### src/rtl/key_pkg.sv
`default_nettype none
// ----------------------------------------------------------------------------
// key_pkg : shared FSM encoding and 50 MHz timing defaults for the key path
// Revision: 1.0
// ----------------------------------------------------------------------------
package key_pkg;

    localparam int unsigned LONG_CYC_DEF = 50_000_000;
    localparam int unsigned DBL_CYC_DEF  = 15_000_000;
    localparam int unsigned RPT_CYC_DEF  = 5_000_000;

    typedef enum logic [2:0] {
        ST_IDLE   = 3'd0,
        ST_PRESS1 = 3'd1,
        ST_WAIT2  = 3'd2,
        ST_PRESS2 = 3'd3,
        ST_LONG   = 3'd4
    } fsm_state_t;

    function automatic int unsigned max3(input int unsigned a, input int unsigned b,
                                         input int unsigned c);
        int unsigned m;
        m = (a > b) ? a : b;
        return (m > c) ? m : c;
    endfunction

endpackage
`default_nettype wire

### src/rtl/key_evt_timer.sv
`default_nettype none
// ----------------------------------------------------------------------------
// key_evt_timer : saturating up-counter with clear, reload and count enable
// Revision: 1.0
// ----------------------------------------------------------------------------
module key_evt_timer #(
    parameter int unsigned WIDTH = 8
) (
    input  logic             clk,
    input  logic             rst,
    input  logic             i_clear,
    input  logic             i_enable,
    input  logic             i_reload,
    input  logic [WIDTH-1:0] i_reload_val,
    output logic [WIDTH-1:0] o_count
);

    always_ff @(posedge clk) begin
        if (rst) begin
            o_count <= '0;
        end else if (i_clear) begin
            o_count <= '0;
        end else if (i_reload) begin
            o_count <= i_reload_val;
        end else if (i_enable && (o_count != {WIDTH{1'b1}})) begin
            o_count <= o_count + WIDTH'(1);
        end
    end

endmodule
`default_nettype wire

### src/rtl/key_event.sv
`default_nettype none
// ----------------------------------------------------------------------------
// key_event : classifies a debounced key into single/double/long/repeat pulses
// Revision: 1.0
// ----------------------------------------------------------------------------
module key_event
    import key_pkg::*;
#(
    parameter int unsigned LONG_CYC = LONG_CYC_DEF,
    parameter int unsigned DBL_CYC  = DBL_CYC_DEF,
    parameter int unsigned RPT_CYC  = RPT_CYC_DEF
) (
    input  logic clk,
    input  logic rst,
    input  logic key_state,
    output logic pressed,
    output logic evt_single,
    output logic evt_double,
    output logic evt_long,
    output logic evt_repeat,
    output logic busy
);

    localparam int unsigned c_max_cyc = max3(LONG_CYC, DBL_CYC, RPT_CYC);
    localparam int unsigned c_tw      = (c_max_cyc > 1) ? $clog2(c_max_cyc) : 1;

    localparam logic [c_tw-1:0] c_long_last = c_tw'(LONG_CYC - 1);
    localparam logic [c_tw-1:0] c_dbl_last  = c_tw'(DBL_CYC - 1);
    localparam logic [c_tw-1:0] c_rpt_last  = c_tw'(RPT_CYC - 1);

    fsm_state_t      r_state;
    logic            r_kq;
    logic [c_tw-1:0] w_timer;
    logic            w_fall;
    logic            w_rise;
    logic            w_long_hit;
    logic            w_dbl_hit;
    logic            w_rpt_hit;
    logic            w_clear;
    logic            w_reload;
    logic            w_enable;

    assign w_fall     = ~key_state & r_kq;
    assign w_rise     = key_state & ~r_kq;
    assign w_long_hit = (w_timer == c_long_last);
    assign w_dbl_hit  = (w_timer == c_dbl_last);
    assign w_rpt_hit  = (w_timer == c_rpt_last);

    // Any key edge restarts the timer; leftover counts in IDLE are never read.
    assign w_clear  = w_fall | w_rise |
                      (((r_state == ST_PRESS1) || (r_state == ST_PRESS2)) && w_long_hit);
    assign w_reload = (r_state == ST_LONG) && w_rpt_hit;
    assign w_enable = (r_state != ST_IDLE);

    key_evt_timer #(
        .WIDTH (c_tw)
    ) u_timer (
        .clk          (clk),
        .rst          (rst),
        .i_clear      (w_clear),
        .i_enable     (w_enable),
        .i_reload     (w_reload),
        .i_reload_val ('0),
        .o_count      (w_timer)
    );

    always_ff @(posedge clk) begin
        if (rst) begin
            r_state    <= ST_IDLE;
            r_kq       <= 1'b1;
            pressed    <= 1'b0;
            busy       <= 1'b0;
            evt_single <= 1'b0;
            evt_double <= 1'b0;
            evt_long   <= 1'b0;
            evt_repeat <= 1'b0;
        end else begin
            r_kq       <= key_state;
            pressed    <= ~key_state;
            evt_single <= 1'b0;
            evt_double <= 1'b0;
            evt_long   <= 1'b0;
            evt_repeat <= 1'b0;
            case (r_state)
                ST_IDLE: begin
                    if (w_fall) begin
                        r_state <= ST_PRESS1;
                        busy    <= 1'b1;
                    end
                end
                ST_PRESS1: begin
                    if (w_rise) begin
                        r_state <= ST_WAIT2;
                    end else if (w_long_hit) begin
                        r_state  <= ST_LONG;
                        evt_long <= 1'b1;
                    end
                end
                ST_WAIT2: begin
                    // Timeout wins over a coinciding fall, which then starts a fresh press.
                    if (w_dbl_hit) begin
                        evt_single <= 1'b1;
                        if (w_fall) begin
                            r_state <= ST_PRESS1;
                        end else begin
                            r_state <= ST_IDLE;
                            busy    <= 1'b0;
                        end
                    end else if (w_fall) begin
                        r_state <= ST_PRESS2;
                    end
                end
                ST_PRESS2: begin
                    if (w_rise) begin
                        r_state    <= ST_IDLE;
                        busy       <= 1'b0;
                        evt_double <= 1'b1;
                    end else if (w_long_hit) begin
                        r_state  <= ST_LONG;
                        evt_long <= 1'b1;
                    end
                end
                ST_LONG: begin
                    if (w_rise) begin
                        r_state <= ST_IDLE;
                        busy    <= 1'b0;
                    end else if (w_rpt_hit) begin
                        evt_repeat <= 1'b1;
                    end
                end
                default: begin
                    r_state <= ST_IDLE;
                    busy    <= 1'b0;
                end
            endcase
        end
    end

endmodule
`default_nettype wire

### config.mk
export PLATFORM = sky130hd
export DESIGN_NAME = key_event
export DESIGN_NICKNAME = d
export VERILOG_FILES = /design/src/rtl/key_pkg.sv /design/src/rtl/key_evt_timer.sv /design/src/rtl/key_event.sv
export SDC_FILE = /design/constraint.sdc
export NUM_CORES = 1
export LEC_CHECK = 0
export BUFFER_PORTS_ARGS = -buffer_cell sky130_fd_sc_hd__buf_2
export CORE_UTILIZATION = 55
export DETAILED_ROUTE_END_ITERATION = 16
export PLACE_DENSITY = 0.73
export SYNTH_ARGS = -nofsm -noshare
export SYNTH_HDL_FRONTEND = slang
export SYNTH_SLANG_ARGS = --single-unit
export TNS_END_PERCENT = 20
### constraint.sdc
create_clock -name clk -period 2.7 [get_ports clk]
set_input_delay 0.27 -clock clk [delete_from_list [all_inputs] [get_ports clk]]
set_output_delay 0.27 -clock clk [all_outputs]
set_load 0.1 [all_outputs]
# Yosys cells after proc, flatten, opt, wreduce, memory -nomap -nowiden
# Cells that the tools add are included.
op_classes:
  n_addsub: 1
  mul: 0
  div: 0
  n_lt_le_gt_ge: 0
  eq_ne: 14
  shifts: 0
  mux: 18
  n_bitwise: 11
  reduce_logical: 15
ops:
  columns: ["op", "count"]
  rows:
  - ["$add A26 B1 Y26 const B", 1]
  - ["$eq A26 B23 Y1 const B", 1]
  - ["$eq A26 B24 Y1 const B", 1]
  - ["$eq A26 B26 Y1 const B", 1]
  - ["$ne A26 B26 Y1 const B", 1]
  - ["$mux W3", 7]
  - ["$pmux W3 S5", 1]
  - ["$mux W1", 9]
  - ["$reduce_or A3 Y1", 3]
  - ["$ne A2 B2 Y1 const B", 4]
  - ["$reduce_or A2 Y1", 4]
  - ["$not A1 Y1", 7]
  - ["$eq A3 B2 Y1 const B", 2]
  - ["$reduce_and A5 Y1", 1]
  - ["$pmux W1 S4", 1]
  - ["$eq A3 B1 Y1 const B", 1]
  - ["$eq A3 B3 Y1 const B", 1]
  - ["$logic_and A1 B1 Y1", 3]
  - ["$logic_not A3 Y1", 1]
  - ["$ne A3 B3 Y1 const B", 1]
  - ["$reduce_and A3 Y1", 1]
  - ["$reduce_bool A3 Y1", 1]
  - ["$and A1 B1 Y1", 2]
  - ["$ne A2 B1 Y1 const B", 1]
  - ["2 further kinds", 3]
word_totals:
  ff_bits: 36
  latch_bits: 0
  ram_bits: 0
  mem_bits_ro: 0
  inputBits: 3
  wordCells: 68
  mem_count: 0

# Depth between registers and ports, before layout
# Gate-level depths: netlist (run 1).
logic_depth:
  word_depth: 5
  mapped_depth: 8
  mapped_depth_nobuf: 7

# Hierarchy
# A second synthesis (run 1) with hierarchy kept.
hier_totals:
  hier_cells: 268
  area_unflattened_um2: 2139.6
modules_own_cells:
  columns: ["module", "n_inst", "cells_each", "area_each_um2", "seq_area_each_um2"]
  rows:
  - ["key_evt_timer", 1, 196, 1545.2, 520.5]
  - ["key_event", 1, 72, 594.3, 200.2]

# Least setup slack after synthesis (run 1)
# Ideal clock, no wire load.
synth_path:
  kind: "register to register"
  from: "register u_timer.o_count[0]"
  to: "register u_timer.o_count[18]"
  setup_time_ns: 0.067
  t_arrival_ns: 1.840
  t_required_ns: 2.633
  setup_slack_ns: 0.792
  stages_incl_launch_ff: 7
  cell_sequence: "dfxtp_1 > ha_1 > o31ai_1 > or3_1 > buf_2 > or4_4 > a21oi_2"
synth_between:
  elab_chain_len: 4
  word_cells_on_any_way: 9
  cone_classes: "1 x add/sub; 3 x eq/ne; 1 x bitwise; 4 x reduce/logical"
synth_lines:
  columns: ["item", "line_no", "rtl"]
  rows:
  - ["start: declaration", "key_evt_timer.sv:15", "output logic [WIDTH-1:0] o_count"]
  - ["start signal: assignment", "key_evt_timer.sv:24", "o_count <= i_reload_val;"]
  - ["start signal: assignment", "key_evt_timer.sv:26", "o_count <= o_count + WIDTH'(1);"]
  - ["parallel branches: the longest is 4 deep, another holds $add A26 B1 Y26", null, null]
# Several ways; the timed one is not identified.
# A chain may end at the register's enable or synchronous reset.

# Final worst setup path (run 1)
layout_path:
  from: "register r_state[2]"
  to: "register u_timer.o_count[24]"
layout_between:
  elab_chain_len: 5
  word_cells_on_any_way: 10
  cone_classes: "3 x eq/ne; 1 x bitwise; 6 x reduce/logical"
layout_lines:
  columns: ["item", "line_no", "rtl"]
  rows:
  - ["start: declaration", "key_event.sv:31", "fsm_state_t r_state;"]
  - ["start signal: assignment", "key_event.sv:69", "r_state <= ST_IDLE;"]
  - ["start signal: assignment", "key_event.sv:87", "r_state <= ST_PRESS1;"]
  - ["start signal: assignment", "key_event.sv:93", "r_state <= ST_WAIT2;"]
  - ["$eq A3 B1 Y1 or $eq A3 B2 Y1 (tied branches)", "key_event.sv:51", "(((r_state == ST_PRESS1) || (r_state == ST_PRESS2)) && w_long_hit);"]
  - ["$logic_or A1 B1 Y1", "key_event.sv:51", null]
  - ["$logic_and A1 B1 Y1", "key_event.sv:51", null]
  - ["$or A1 B1 Y1", "key_event.sv:50", "assign w_clear = w_fall | w_rise |"]
  - ["$reduce_or A3 Y1 (no source line)", null, null]
# Several ways; a longest one is shown, not always the timed one.

==> reports/results.tsv, run 1 <==
stage	metric	value	unit
outcome	status	finished clean	
die	coreArea	3360	um^2
power_and_ir_drop	total_power	1.04	mW
timing	hold_viol	0	
logic_synthesis	ys_seq_area_frac	0.373	
logic_synthesis	yosysWarnings	0	
drt	ant_nets	0	
die	fp.dieArea	3760	um^2
power_and_ir_drop	leakagePower	0.605	nW
logic_synthesis	synth-main-ff-cell	dfxtp_1	
final_layout	final_util	0.614	
drt	drc	0	
power_and_ir_drop	power_density	504	nW/um^2
clock_network	clockBufferDepth	2	
timing	tightest_slew	0.994	ns
logic_synthesis	synthTopCellsByCount	dfxtp_1, a21oi_1, nand2_1, nor2_1, nand4_1	
logic_synthesis	synthAdderAreaFrac	0.0194	
placed_design	dp.cells	273	
timing	slew_violations	0	
logic_synthesis	synth.most_common_cell	dfxtp_1	
final_layout	drive_gt1_frac	0.123	
timing	max_freq	438	MHz
critical_path	required	2.93	ns
drt	wl_met1	2040	um
drt	wl_met3	232	um
grt	first_global_vias	1486	
drt	via_per_inst	6.43	
logic_synthesis	synthCells	228	
timing	fin_setup_tns	0	ns
critical_path	reg2reg_slack	0.42	ns
logic_synthesis	synth_edf_count	0	
critical_path	cpPeakStageDelay	0.88	ns
critical_path	cp_cell_sequence	o31ai_1, or3_1, and4bb_2, xnor2_1, nor2_1	
clock_network	cts_buffers	5	
timing	finalSetupViolCount	0	
critical_path	crit_start	r_state[2]	
logic_synthesis	synth.distinct_cells	44	
grt	antenna_found_initial	0	
logic_synthesis	yosys.area.top_type	dfxtp_1	
critical_path	critical_path_arrival	2.51	ns
timing	clock_skew	0.0183	ns
logic_synthesis	synth.top_cell.area_share	0.373	
timing	post-route-min-period	2.28	ns
logic_synthesis	synthMuxAreaShare	0	
drt	first_pass_iters	4	
grt	grt_usage	0.256	
critical_path	critPathKind	flip-flop to flip-flop	
clock_network	cts.htree.levels	2	
final_layout	fin_cells	281	
timing	hold_ws	0.155	ns
critical_path	slowest_stage	o31ai_1	
placed_design	pre_cts_ws	0.528	ns
clock_network	ctsResizeCount	0	
timing	worst_slack	0.418	ns
drt	num_vias	1807	
final_layout	design_area	2070	um^2
die	die_height	61.3	um
critical_path	r2r_start	r_state[2]	
grt	grt_pass1_wl	7050	um
critical_path	start_kind	flip-flop	
drt	routedWlPerCell	15.9	um
grt	gr-total-overflow	0	
logic_synthesis	synthSimpleGateAreaFrac	0.355	
logic_synthesis	syn_area	1930	um^2
clock_network	clkLatencyLatePin	0.35	ns
timing	fin_crit_sh	0.845	
logic_synthesis	synth_nets	234	
grt	grt_max_degree	28	
final_layout	nets	240	
drt	highest_layer	met4	
clock_network	clk_pin_slew	0.12	ns
critical_path	ff2ff_path_depth	5	
placed_design	port-buffer-count	8	
critical_path	path_max_fanout	11	
clock_network	cts_tree	yes	
placed_design	postPlaceCellArea	1970	um^2
clock_network	cts-root-buf	clkbuf_4	
drt	drt_iter0_drc	79	
logic_synthesis	synth-compound-area-share	0.166	
hold_path	min_path_type	input port to flip-flop	
logic_synthesis	synth_area_leaders	dfxtp_1, a21oi_1, o31ai_1	
logic_synthesis	async_flop_share	0	
drt	routed_wl	4470	um
clock_network	clock_sinks	36	
die	rows	21	
clock_network	cts_setup_buffers	0	
logic_synthesis	ys_ff_latch	36	
timing	maxSlewHeadroom	0.332	
logic_synthesis	synth_top_family_by_area	simple AND/OR/NAND/NOR gates	
final_layout	area_delta_synth_final	6.86	%
drt	wl_met2	2130	um
logic_synthesis	syn_area_per_cell	8.48	um^2
critical_path	endpoint	u_timer.o_count[24]	
critical_path	r2r_end	u_timer.o_count[24]	
placed_design	hpwl	3130	um
die	fp.dieW	61.3	um
die	ios	9	
logic_synthesis	synth_xor_area_frac	0.0317	
flow_run	max_cap_violations	0	
final_layout	diodes	0	
die	initial_utilization	0.575	
timing	rsz0062_at_grt	no	
clock_network	holdBufCountCts	0	
critical_path	end_kind	flip-flop	
placed_design	gp_congestion	0.862	
power_and_ir_drop	ir_drop	0.270	mV
-- placed cells by master, fill, tap and decap left out, types with 2 or more instances in the layout --
| cell type | netlist | routed |
|---|---|---|
| dfxtp_1 | 36 | 36 |
| a21oi_1 | 21 | 21 |
| nand2_1 | 16 | 16 |
| nor2_1 | 15 | 15 |
| nand4_1 | 12 | 12 |
| o31ai_1 | 11 | 11 |
| or4_1 | 11 | 11 |
| or3_1 | 9 | 9 |
| nand3_1 | 9 | 9 |
| o21ai_1 | 8 | 8 |
| nor3_1 | 8 | 8 |
| buf_2 | 3 | 8 |
| xnor2_1 | 7 | 7 |
| inv_1 | 6 | 6 |
| nand3b_1 | 5 | 5 |
| a211oi_1 | 5 | 5 |
| clkbuf_4 | 0 | 5 |
| nor4b_1 | 3 | 3 |
| nor4_1 | 3 | 3 |
| ha_1 | 3 | 3 |
| buf_4 | 1 | 3 |
| and3_1 | 2 | 2 |
| nor3b_1 | 2 | 2 |
| o21ai_0 | 2 | 2 |
| a31oi_1 | 2 | 2 |
| or2_2 | 2 | 2 |
| o21a_1 | 2 | 2 |
| clkbuf_8 | 0 | 2 |
-- layout make-up --
| type | count | area (um^2) |
|---|---|---|
| clock buffer | 7 | 65.1 |
| clock inverter | 1 | 30.0 |
| fill | 335 | 1300 |
| inverter | 6 | 22.5 |
| multi-input combinational | 174 | 1110 |
| sequential | 36 | 721 |
| tap | 46 | 57.6 |
| timing repair buffer | 11 | 62.6 |
-- flip-flops by register name (all words and copies together) (netlist names) --
signal	flops
evt_single	1
r_kq	1
u_timer.o_count	26
r_state	3
evt_double	1
evt_long	1
pressed	1
busy	1
evt_repeat	1
-- report_power, final --
group          total, mW  switching (mW)  leakage [nW]  internal, mW
clock network      0.426           0.180        0.0515         0.246
registers          0.548          0.0102         0.291         0.538
logic             0.0664          0.0483         0.263        0.0182
total               1.04           0.238         0.605         0.802
-- cells by family (layout without fill, tap and decap cells) --
logic type,count (synthesis),after routing
adders and majority gates,3,3
buffers and inverters,18,25
and+or+nand+nor,111,111
AOI/OAI and AO/OA,53,53
DFF,36,36
xor gates and xnor gates,7,7
-- critical path, delay by kind of cell (launching register included) --
kind / cells / cell delay, ns
flops: 1 / 0.43
xor+xnor: 1 / 0.13
compound gates: 1 / 0.88
simple gates: 3 / 0.72
-- metal layers --
layer | track usage | vias up
met1 | 0.326 | 860
met2 | 0.424 | 58
li1 | - | 881
met4 | 0.0812 | 0
met3 | 0.0651 | 8
met5 | 0 | -
-- worst min path at each step --
stage / from / to / cells after the start
6_report: key_state / r_kq / 2
3_5_place_dp: u_timer.o_count[5] / u_timer.o_count[5] / 2
3_3_place_gp: u_timer.o_count[5] / u_timer.o_count[5] / 2
4_1_cts: key_state / r_kq / 2
5_1_grt: key_state / r_kq / 2
2_1_floorplan: key_state / r_kq / 1
No activity file was read; power rests on OpenSTA's default activity.
==> inputs of run 2 (changes only) <==
==> constraint.sdc (replaced) <==
create_clock -name clk -period 2.3 [get_ports clk]
set_input_delay 0.23 -clock clk [delete_from_list [all_inputs] [get_ports clk]]
set_output_delay 0.23 -clock clk [all_outputs]
set_load 0.1 [all_outputs]
==> run 2 against run 1 <==
Final area is 0.18% higher. Critical endpoint is now u_timer.o_count[6]. Largest power group unchanged. Clock power fell by 19%. Wire length decreased by 0.72%. Combinational power rose by 19%. Fmax is 7.9% higher.
==> reports/results.tsv, run 2 (synthesis results as in run 1) <==
stage	metric	value	unit	change
outcome	status	finished clean		unchanged
flow_run	max_cap_violations	0		unchanged
hold_path	whs_endpoint	r_kq		unchanged
clock_network	cts.htree.levels	2		unchanged
placed_design	hpwl	3160	um	was 3130 um
drt	drt_iter0_drc	106		was 79
placed_design	port-buffer-count	8		unchanged
drt	drc	0		unchanged
timing	maxSlewHeadroom	0.475		was 0.332
critical_path	path_max_fanout	26		was 11
drt	routedWlPerCell	15.5	um	was 15.9 um
final_layout	final_cell_mix	dfxtp_1, a21oi_1, nand2_1		unchanged
timing	max_freq	473	MHz	was 438 MHz
critical_path	critPathKind	flip-flop to flip-flop		unchanged
drt	first_pass_iters	4		unchanged
critical_path	ff2ff_path_depth	5		unchanged
placed_design	pre_cts_ws	0.188	ns	was 0.528 ns
grt	antenna_found_initial	0		unchanged
final_layout	fillerInstances	329		was 335
drt	num_vias	1839		was 1807
power_and_ir_drop	power_density	516	nW/um^2	was 504 nW/um^2
drt	ant_nets	0		unchanged
power_and_ir_drop	ir_drop	0.364	mV	was 0.270 mV
timing	hold_ws	0.109	ns	was 0.155 ns
placed_design	dp.cells	278		was 273
clock_network	clock_sinks	36		unchanged
hold_path	hp-start	key_state		unchanged
critical_path	r2r_start	u_timer.o_count[22]		was r_state[2]
clock_network	cts_buffers	5		unchanged
critical_path	reg2reg_slack	0.19	ns	was 0.42 ns
die	rows	21		unchanged
timing	fin_crit_sh	0.920		was 0.845
grt	grt_pass1_wl	7510	um	was 7050 um
grt	gr-total-overflow	0		unchanged
critical_path	end_kind	flip-flop		unchanged
placed_design	gp_congestion	0.897		was 0.862
die	fp.dieW	61.3	um	unchanged
drt	via_per_inst	6.43		about the same
final_layout	fin_cells	286		was 281
hold_path	whs_path_depth	2		unchanged
final_layout	drive_gt1_frac	0.146		was 0.123
clock_network	cts-root-buf	clkbuf_4		unchanged
power_and_ir_drop	leakagePower	0.612	nW	was 0.605 nW
clock_network	cts_setup_buffers	0		unchanged
final_layout	nets	245		was 240
grt	grt_usage	0.268		was 0.256
power_and_ir_drop	total_power	1.07	mW	was 1.04 mW
timing	hold_viol	0		unchanged
critical_path	start_kind	flip-flop		unchanged
clock_network	clockBufferDepth	2		unchanged
timing	rsz0062_at_grt	no		unchanged
timing	slew_violations	0		unchanged
timing	post-route-min-period	2.11	ns	was 2.28 ns
final_layout	multi_input_area	1110	um^2	about the same
timing	clock_skew	0.00771	ns	was 0.0183 ns
grt	first_global_vias	1627		was 1486
die	fp.dieArea	3760	um^2	unchanged
grt	grt_max_degree	28		unchanged
drt	routed_wl	4430	um	was 4470 um
clock_network	cts_tree	yes		unchanged
timing	worst_slack	0.185	ns	was 0.418 ns
die	coreArea	3360	um^2	unchanged
critical_path	critical_path_arrival	2.36	ns	was 2.51 ns
final_layout	largest_reg_flops	26		unchanged
clock_network	clk_pin_slew	0.11	ns	was 0.12 ns
clock_network	clkLatencyLatePin	0.35	ns	about the same
final_layout	regArea	721	um^2	unchanged
final_layout	max_flop_register	u_timer.o_count		unchanged
timing	tightest_slew	0.782	ns	was 0.994 ns
die	initial_utilization	0.575		unchanged
final_layout	area_delta_synth_final	7.05	%	was 6.86%
timing	finalSetupViolCount	0		unchanged
timing	fin_setup_tns	0	ns	unchanged
die	die_height	61.3	um	unchanged
final_layout	diodes	0		unchanged
final_layout	final_common_cell	dfxtp_1		unchanged
critical_path	required	2.54	ns	was 2.93 ns
hold_path	min_path_type	input port to flip-flop		unchanged
die	ios	9		unchanged
final_layout	reg_top3	u_timer.o_count (26), r_state (3)		unchanged
critical_path	r2r_end	u_timer.o_count[6]		was u_timer.o_count[24]
## run 2: cell count changes in the layout (fill, tap and decap cells not counted)
cell	delta
buf_4	+5
clkbuf_8	-2
clkinv_2	+2
bufinv_16	-1
clkinv_4	+1
o31ai_1	-1
o31ai_2	+1
## run 2: worst max path at each step
stage                                   start                   to  slack, ns
after floorplan            u_timer.o_count[0]  u_timer.o_count[18]       0.39
after global placement     u_timer.o_count[0]  u_timer.o_count[18]       0.25
after detailed placement           r_state[0]  u_timer.o_count[24]       0.19
after CTS                  u_timer.o_count[0]  u_timer.o_count[18]       0.13
after global routing      u_timer.o_count[22]  u_timer.o_count[15]       0.05
final                     u_timer.o_count[22]   u_timer.o_count[6]       0.19
## run 2: routing by layer
layer  GRT usage  share of wire  vias up
li1            -              -      887
met1       0.367           0.44      876
met2       0.411           0.47       66
met3      0.0609          0.069       10
met4       0.101          0.016        0
met5           0              0        -
## run 2: timing repair
action,in CTS,in global routing
endpoints found under the hold margin,0,0
endpoints found under the setup margin,0,1
resized for setup,0,1
hold buffers,0,0
## run 2: layout make-up
class,instances,share of cell area
Multi-Input combinational cell,174,0.537
Sequential cell,36,0.348
Tap cell,46,0.0278
Inverter,6,0.0109
Clock inverter,3,0.00907
Timing Repair Buffer,16,0.0484
Clock buffer,5,0.0181
## run 2: report_power, final
group          leakage, nW  switching (mW)  internal, mW  total [mW]
Clock               0.0349           0.226         0.117       0.343
Sequential           0.291          0.0133         0.632       0.645
Combinational        0.285          0.0574        0.0214      0.0788
Total                0.612           0.297         0.770        1.07
## run 2: through the flow
step                      area (um^2)   util
after floorplan                  1930      -
after global placement           2010  0.597
after detailed placement         2010  0.597
after CTS                        2060  0.614
after global routing             2070  0.615
final                            2070  0.615
## run 2: worst max-delay path: stages (launching register included)
cell	delay (ns)
dfxtp_1	0.45
nor4b_1	0.43
nand2_1	0.13
or4b_4	0.56
nand4b_4	0.32
nor3_1	0.10
==> inputs of run 3 (changes only) <==
--- a/config.mk
+++ b/config.mk
@@ -6,9 +6,9 @@
 export NUM_CORES = 1
 export LEC_CHECK = 0
 export BUFFER_PORTS_ARGS = -buffer_cell sky130_fd_sc_hd__buf_2
-export CORE_UTILIZATION = 55
+export CORE_UTILIZATION = 54
 export DETAILED_ROUTE_END_ITERATION = 16
-export PLACE_DENSITY = 0.73
+export PLACE_DENSITY = 0.74
 export SYNTH_ARGS = -nofsm -noshare
 export SYNTH_HDL_FRONTEND = slang
 export SYNTH_SLANG_ARGS = --single-unit
==> constraint.sdc (replaced) <==
create_clock -name clk -period 1.8 [get_ports clk]
set_input_delay 0.18 -clock clk [delete_from_list [all_inputs] [get_ports clk]]
set_output_delay 0.18 -clock clk [all_outputs]
set_load 0.1 [all_outputs]
==> run 3 against run 2 <==
The flow now finishes with violations (negative setup slack). Setup slack got worse by 0.23 ns. Sequential share of layout area decreased by 7.0 points. Final area rose by 30%. Total power up 44%. Largest cell class unchanged. Sequential cell count unchanged. Via count grew 9.2%. Die area increased by 1.8%.
==> reports/results.tsv, run 3 (synthesis results as in run 1) <==
stage	metric	value	unit	change
clock_network	cts_buffers	5		unchanged
grt	grt_usage	0.304		was 0.268
critical_path	end_kind	flip-flop		unchanged
drt	drt_iter0_drc	167		was 106
critical_path	start_kind	flip-flop		unchanged
clock_network	clk_pin_slew	0.11	ns	about the same
critical_path	critical_path_arrival	2.09	ns	was 2.36 ns
critical_path	reg2reg_slack	-0.04	ns	was 0.19 ns
flow_run	max_cap_violations	0		unchanged
final_layout	final_cell_mix	buf_4, dfxtp_2, a21oi_1		was dfxtp_1, a21oi_1, nand2_1
hold_path	hp-start	key_state		unchanged
drt	routed_wl	5400	um	was 4430 um
timing	slew_violations	0		unchanged
drt	drc	0		unchanged
clock_network	cts-root-buf	clkbuf_4		unchanged
grt	first_global_vias	1775		was 1627
critical_path	path_max_fanout	12		was 26
timing	tightest_slew	0.483	ns	was 0.782 ns
timing	post-route-min-period	1.84	ns	was 2.11 ns
timing	finalSetupViolCount	24		was 0
timing	max_freq	542	MHz	was 473 MHz
final_layout	largest_reg_flops	26		unchanged
drt	ant_nets	0		unchanged
power_and_ir_drop	ir_drop	0.452	mV	was 0.364 mV
placed_design	pre_cts_ws	-0.0962	ns	was 0.188 ns
hold_path	whs_endpoint	r_kq		unchanged
final_layout	final_util	0.791		was 0.615
drt	num_vias	2008		was 1839
final_layout	reg_top3	u_timer.o_count (26), r_state (3)		unchanged
timing	hold_ws	0.0614	ns	was 0.109 ns
die	die_height	61.8	um	was 61.3 um
clock_network	clkLatencyLatePin	0.36	ns	was 0.35 ns
final_layout	nets	296		was 245
clock_network	clockBufferDepth	2		unchanged
final_layout	diodes	0		unchanged
critical_path	critPathKind	flip-flop to flip-flop		unchanged
final_layout	area_delta_synth_final	38.8	%	was 7.05%
grt	antenna_found_initial	0		unchanged
critical_path	r2r_end	u_timer.o_count[9]		was u_timer.o_count[6]
die	fp.dieArea	3820	um^2	was 3760 um^2
placed_design	gp_congestion	0.867		was 0.897
drt	wl_met3	302	um	was 305 um
die	fp.dieW	61.8	um	was 61.3 um
placed_design	postPlaceCellArea	2430	um^2	was 2010 um^2
clock_network	cts.htree.levels	2		unchanged
placed_design	port-buffer-count	8		unchanged
clock_network	clock_sinks	36		unchanged
timing	fin_setup_tns	-0.644	ns	was 0 ns
power_and_ir_drop	power_density	574	nW/um^2	was 516 nW/um^2
final_layout	design_area	2680	um^2	was 2070 um^2
drt	highest_layer	met4		unchanged
outcome	violations	negative setup slack		
grt	grt_pass1_wl	8400	um	was 7510 um
outcome	status	complete, but fails checks		was finished clean
die	initial_utilization	0.570		was 0.575
critical_path	ff2ff_path_depth	6		was 5
final_layout	final_common_cell	buf_4		was dfxtp_1
drt	wl_met1	2330	um	was 1960 um
timing	maxSlewHeadroom	0.680		was 0.475
placed_design	hpwl	3830	um	was 3160 um
die	coreArea	3390	um^2	was 3360 um^2
timing	hold_viol	0		unchanged
grt	grt_max_degree	22		was 28
grt	gr-total-overflow	0		unchanged
power_and_ir_drop	leakagePower	0.940	nW	was 0.612 nW
critical_path	required	2.05	ns	was 2.54 ns
clock_network	cts_tree	yes		unchanged
timing	fin_crit_sh	1.02		was 0.920
timing	clock_skew	0.0116	ns	was 0.00771 ns
drt	wl_met2	2690	um	was 2100 um
die	ios	9		unchanged
timing	rsz0062_at_grt	yes		was no
die	rows	21		unchanged
drt	routedWlPerCell	16.0	um	was 15.5 um
critical_path	r2r_start	u_timer.o_count[19]		was u_timer.o_count[22]
timing	worst_slack	-0.0444	ns	was 0.185 ns
drt	via_per_inst	5.96		was 6.43
hold_path	min_path_type	input port to flip-flop		unchanged
drt	first_pass_iters	4		unchanged
final_layout	drive_gt1_frac	0.440		was 0.146
hold_path	whs_path_depth	2		unchanged
final_layout	max_flop_register	u_timer.o_count		unchanged
-- run 3: report_power, final --
group | leakage [nW] | total [mW] | internal [mW] | switching [mW]
sequential | 0.302 | 0.823 | 0.808 | 0.0148
combinational | 0.596 | 0.142 | 0.0552 | 0.0870
clock | 0.0422 | 0.576 | 0.291 | 0.285
-- run 3: per-stage QoR --
step	power (mW)	std cells
CTS	1.55	333
detailed placement	0.979	325
floorplan	0.930	228
global placement	0.975	325
global route	1.59	337
finish	1.54	337
-- run 3: metal layers --
layer,GRT usage,up-vias
li1,-,989
met1,0.390,954
met2,0.496,57
met4,0.117,0
met3,0.0683,8
met5,0,-
-- run 3: worst max-delay path, cell delays in order, from the launching register on --
cell and delay (ns):
dfxtp_2 0.39, nor4bb_1 0.30, nand3b_1 0.15, or4_4 0.54, nand4b_4 0.16, buf_12 0.15
nor2_1 0.05
-- run 3: how the worst max path moves through the flow --
stage	from	endpoint	slack, ns	depth (start not counted)
finish	u_timer.o_count[19]	u_timer.o_count[9]	-0.04	6
global route	u_timer.o_count[7]	u_timer.o_count[16]	-0.14	6
CTS	u_timer.o_count[16]	u_timer.o_count[15]	-0.01	7
detailed placement	u_timer.o_count[19]	u_timer.o_count[13]	-0.1	6
global placement	u_timer.o_count[19]	u_timer.o_count[25]	-0.1	6
floorplan	u_timer.o_count[2]	u_timer.o_count[19]	-0.003	6
-- run 3: final cells by class --
cell class,instances,area [um^2]
Timing Repair Buffer,67,539
Multi-Input combinational cell,174,1240
Clock buffer,6,41.3
Fill cell,210,707
Clock inverter,2,35.0
Tap cell,46,57.6
Inverter,6,22.5
Sequential cell,36,747
-- run 3: what timing repair did --
action,CTS,global route
hold buffers,0,0
gates resized for setup,23,25
buffers inserted,0,4
pin swaps,4,9
setup endpoints to repair,29,30
